`config.mk`:
```
export PLATFORM = sky130hd
export DESIGN_NAME = shift_add_multiplier
export DESIGN_NICKNAME = d
export VERILOG_FILES = /design/src/rtl/mult_pkg.sv /design/src/rtl/mult_add_stage.sv /design/src/rtl/shift_add_multiplier.sv
export SDC_FILE = /design/constraint.sdc
export NUM_CORES = 1
export LEC_CHECK = 0
export CAP_MARGIN = 5
export CORE_MARGIN = 1
export CORE_UTILIZATION = 39
export DETAILED_ROUTE_END_ITERATION = 8
export GPL_TIMING_DRIVEN = 0
export HOLD_SLACK_MARGIN = 0.03
export PLACE_DENSITY_LB_ADDON = 0.1
export REMOVE_ABC_BUFFERS = 1
export SYNTH_ARGS = -nofsm -noshare
export SYNTH_HDL_FRONTEND = slang
export SYNTH_SLANG_ARGS = --single-unit
```
`constraint.sdc`:
```
create_clock -name clk -period 1.69 [get_ports clk]
set_input_delay 0.338 -clock clk [delete_from_list [all_inputs] [get_ports clk]]
set_output_delay 0.338 -clock clk [all_outputs]
set_load 0.01 [all_outputs]
```
`src/rtl/mult_pkg.sv`:
```
// Shared types and constants for the shift-add multiplier.
// Holds the FSM state type, default width and count-width helper.
package mult_pkg;

  localparam int DEF_WIDTH = 4;

  typedef enum logic {
    IDLE = 1'b0,
    RUN  = 1'b1
  } state_t;

  // Iteration counter width: ceil(log2(w)), never below one bit.
  function automatic int cnt_w(input int w);
    return (w < 2) ? 1 : $clog2(w);
  endfunction

endpackage

```
`src/rtl/mult_add_stage.sv`:
```
// One combinational add/shift step of the shift-add multiplier.
// Ports: upper (P high half), m (multiplicand), lsb (P[0]),
//   last (final iteration), upper_next (new high half),
//   shift_bit (bit shifted into the low half).
// MULT_SIGNED_EN: two's-complement step (sign-extend, subtract
//   on the last iteration); otherwise unsigned.
module mult_add_stage
  import mult_pkg::*;
#(
  parameter int WIDTH = DEF_WIDTH
) (
  input  logic [WIDTH-1:0] upper,
  input  logic [WIDTH-1:0] m,
  input  logic             lsb,
  input  logic             last,
  output logic [WIDTH-1:0] upper_next,
  output logic             shift_bit
);

  logic [WIDTH:0] acc;

`ifdef MULT_SIGNED_EN
  always_comb begin
    acc = {upper[WIDTH-1], upper};
    if (lsb) begin
      // The multiplier's sign bit carries weight -2^(W-1).
      if (last) acc = acc - {m[WIDTH-1], m};
      else      acc = acc + {m[WIDTH-1], m};
    end
  end
`else
  logic unused_last;
  assign unused_last = last;

  always_comb begin
    acc = {1'b0, upper};
    if (lsb) acc = acc + {1'b0, m};
  end
`endif

  // acc[WIDTH] is the carry (or sign), so shifting the
  // WIDTH+1-bit result right by one yields the new high half.
  assign upper_next = acc[WIDTH:1];
  assign shift_bit  = acc[0];

endmodule

```
`src/rtl/shift_add_multiplier.sv`:
```
// Sequential shift-add multiplier, one iteration per clock.
// Ports: clk, rst (async, active-low), start, X, Y in;
//   valid (1-cycle done pulse), busy, product (2*WIDTH) out.
// MULT_SIGNED_EN selects two's-complement operands.
module shift_add_multiplier
  import mult_pkg::*;
#(
  parameter int WIDTH = DEF_WIDTH
) (
  input  logic               clk,
  input  logic               rst,
  input  logic               start,
  input  logic [WIDTH-1:0]   X,
  input  logic [WIDTH-1:0]   Y,
  output logic               valid,
  output logic               busy,
  output logic [2*WIDTH-1:0] product
);

  localparam int CW = cnt_w(WIDTH);

  state_t             state, state_d;
  logic [2*WIDTH-1:0] p, p_d;
  logic [WIDTH-1:0]   m, m_d;
  logic [CW-1:0]      count, count_d;
  logic               valid_d;

  logic               last;
  logic [WIDTH-1:0]   upper_next;
  logic               shift_bit;

  assign last = (count == CW'(WIDTH - 1));

  mult_add_stage #(
    .WIDTH(WIDTH)
  ) u_stage (
    .upper     (p[2*WIDTH-1:WIDTH]),
    .m         (m),
    .lsb       (p[0]),
    .last      (last),
    .upper_next(upper_next),
    .shift_bit (shift_bit)
  );

  always_ff @(posedge clk or negedge rst) begin
    if (!rst) begin
      state <= IDLE;
      p     <= '0;
      m     <= '0;
      count <= '0;
      valid <= 1'b0;
    end else begin
      state <= state_d;
      p     <= p_d;
      m     <= m_d;
      count <= count_d;
      valid <= valid_d;
    end
  end

  always_comb begin
    state_d = state;
    p_d     = p;
    m_d     = m;
    count_d = count;
    valid_d = 1'b0;
    unique case (state)
      IDLE: begin
        if (start) begin
          m_d     = X;
          p_d     = {{WIDTH{1'b0}}, Y};
          count_d = '0;
          state_d = RUN;
        end
      end
      RUN: begin
        p_d     = {upper_next, shift_bit,
                   p[WIDTH-1:1]};
        count_d = count + CW'(1);
        if (last) begin
          state_d = IDLE;
          valid_d = 1'b1;
        end
      end
      default: state_d = IDLE;
    endcase
  end

  assign busy    = (state == RUN);
  assign product = p;

endmodule

```
==> run summary <==
Leakage dissipation - 0.526 nW
Average wire length per cell after detail routing - 14.4 µm
Number of instances in the synthesized netlist - 79
Worst-case headroom to the max-slew limit - 51.6%
Part of the Yosys area used for sequential elements - 45.5%
CTS Hold Buffers Added - 0
H-tree depth - 1
Most frequent standard cell in the layout excluding fill and tap cells - clkdlybuf4s50_1
Final critical-path required period - 1610 ps
Worst Skew - 1.43 ps
Number of buffers on the longest clock path - 2
Count of port buffers added during placement - 20
Cell Area, Synth - 881 µm²
Kind of launch point of the worst setup path - flop
Die Ht - 49.5 µm
Number of sinks on the clock net - 16
Result of the run - completed
Cell accounting for the most synthesized area - dfrtp_1
Class of the tightest hold or removal check - input port to async pin
Initial Util - 43.1%
Path type of the worst setup path - flop to primary output
Master cell of the clock root buffer - clkbuf_4
Delay-heaviest family, CP - flip-flops
Critical path fanouts, max - 2
IO Pins - 21
Worst ir drop on vdd - 0.865 mV
CP Cell Sequence - clkdlybuf4s50_1
Highest Clock Rate - 0.620 GHz
Placer Congestion - 0.768
Final Max Slew Viols - 0
Layout cell share with drive strength beyond 1 - 12.9%
DRT Wirelength - 1840 µm
Most frequent cells in the layout - 19 x clkdlybuf4s50_1, 14 x dfrtp_1, 7 x inv_1, 7 x mux2i_1, 7 x nand2_1
Top cells by area in the synthesized netlist - dfrtp_1 45%, mux2i_1 8.0%, ha_1 7.1%, mux2_4 5.1%, inv_1 3.0%
Maximum number of pins on one net before global-route repair - 17
Number of storage elements in the synthesis netlist - 16
Share of the clock period used by the worst path after layout - 95.5%
Vias in the first global route - 696
Starting DRT DRC Count - 9
Slowest-stage cell, CP - dfrtp_4
Wire length of the first global-routing pass - 3250 µm
Avg Vias per Cell - 5.05
Total power per unit cell area - 1700 mW/mm²
Growth of design area from synthesis to finish - 29.0%
Bufs and invs on worst path - 1
Number of vias after detailed routing - 647
RSZ-0062 raised after global routing - false
Remaining Overflow, GRT - 0
Average footprint of a synthesized cell - 11.1 µm²
Count of cell types in the netlist - 28
Die Area - 0.00245 mm²
Clock transition time at the flip-flop clock pins of the worst setup and hold paths - 100 ps
Area of the core - 0.00204 mm²
Hpwl dp - 1180 µm
Worst setup EP type - primary output
Clock latency at the later pin of the worst-skew pair - 290 ps
CTS tree - built
Worst-Margin Slew - 723 ps
Required time of the critical path - 1350 ps
Layout filler cell count - 198
# setup viols final - 0
Worst Path Arrival - 1280 ps
Fraction of synthesized cell area taken by the top area cell type - 45.5%
Hold violation total from the final report - 0
Total global-route track usage - 18.0%
Post-layout nets - 119
Number of antenna violations at the first check in global routing - 0
Max Cap Viol - 0
Width of the die - 49.5 µm
Design Power - 1.93 mW
CP max stage delay - 500 ps
Number of synthesis warnings - 0
ANT nets after route - 0
Pre-antenna DRT Iters - 2
Number of clock buffers inserted by TritonCTS - 3
Diode count - 0
Post-detailed-route DRC marker count - 0
Number of cell rows - 16
Hold_ws - 469 ps
## flip-flops by register name, indices dropped and copies added, names as in the netlist
| signal | count |
|---|---|
| product | 8 |
| valid | 1 |
| m | 4 |
| busy | 1 |
| count | 2 |
## cell type report
class / instances / area, µm² / area share (%)
sequential: 16 / 405 / 35.7
inverter: 7 / 26.3 / 2.31
tap: 27 / 33.8 / 2.97
timing repair buffer: 23 / 225 / 19.8
clock buffer: 4 / 36.3 / 3.19
multi-input combinational: 51 / 409 / 36.0
## where the power goes
| group | total (mW) | internal, mW | switching [mW] |
|---|---|---|---|
| combinational | 0.992 | 0.533 | 0.458 |
| sequential | 0.682 | 0.561 | 0.121 |
| clock | 0.260 | 0.131 | 0.129 |
| total | 1.93 | 1.23 | 0.708 |
## stage by stage
stage                     setup slack [ps]  cells  setup TNS (ps)  util (%)  instance area (µm²)
after global placement                -260    121            -965      52.4                 1070
after global routing                  14.0    128               0      55.6                 1140
final                                 76.0    128               0      55.6                 1140
after floorplan                        154     74               0         -                  836
after detailed placement              -281    121           -1090      52.4                 1070
after CTS                             43.3    128               0      55.5                 1130
## logic make-up after synthesis
group	after synthesis	share of synthesized area, %
fa+ha+maj	6	9.38
flops	16	45.5
compound gates	17	12.2
buf+inv	12	8.10
mux	10	13.1
xor+xnor	1	0.994
simple gates	17	10.8
## metal layers
metal / routed length (µm) / vias up / track usage [%]
met5: 0 / - / 0
met4: 0 / 0 / 2.86
met3: 87 / 0 / 5.86
met2: 928 / 17 / 30.2
met1: 823 / 317 / 22.7
li1: - / 313 / -
## worst paths after layout
check	from	end	slack, ps	cells after the start
worst min register to register	count[0]	count[0]	510	1
worst max register to register	product[4]	product[5]	90	7
worst min-delay path	rst	m[3]	470	1
worst max-delay path	busy	busy	80	1
min in group clk	count[0]	count[0]	510	1
max in group asynchronous	rst	busy	690	1
## repair_timing
item	in CTS	in global routing
gates cloned	0	0
setup endpoints to repair	2	3
buffers inserted	3	0
gates resized for setup	3	1
## Yosys cell counts
| cell type | count |
|---|---|
| a211oi_1 | 1 |
| a21o_1 | 2 |
| a21oi_1 | 4 |
| a22o_1 | 1 |
| a31oi_1 | 1 |
| and2_1 | 1 |
| and3_1 | 1 |
| buf_4 | 3 |
| buf_6 | 2 |
| dfrtp_1 | 16 |
| fa_1 | 1 |
| ha_1 | 5 |
| inv_1 | 7 |
| mux2_4 | 3 |
| mux2i_1 | 7 |
| nand2_1 | 7 |
| nand2b_1 | 2 |
| nand3_1 | 1 |
| nand3b_1 | 2 |
| nor2_1 | 1 |
| nor2b_1 | 1 |
| nor2b_4 | 1 |
| o21ai_0 | 1 |
| o21ai_1 | 4 |
| o311ai_1 | 1 |
| o31ai_1 | 1 |
| o32ai_1 | 1 |
| xor2_1 | 1 |
Power figures use the tool's default switching activity.
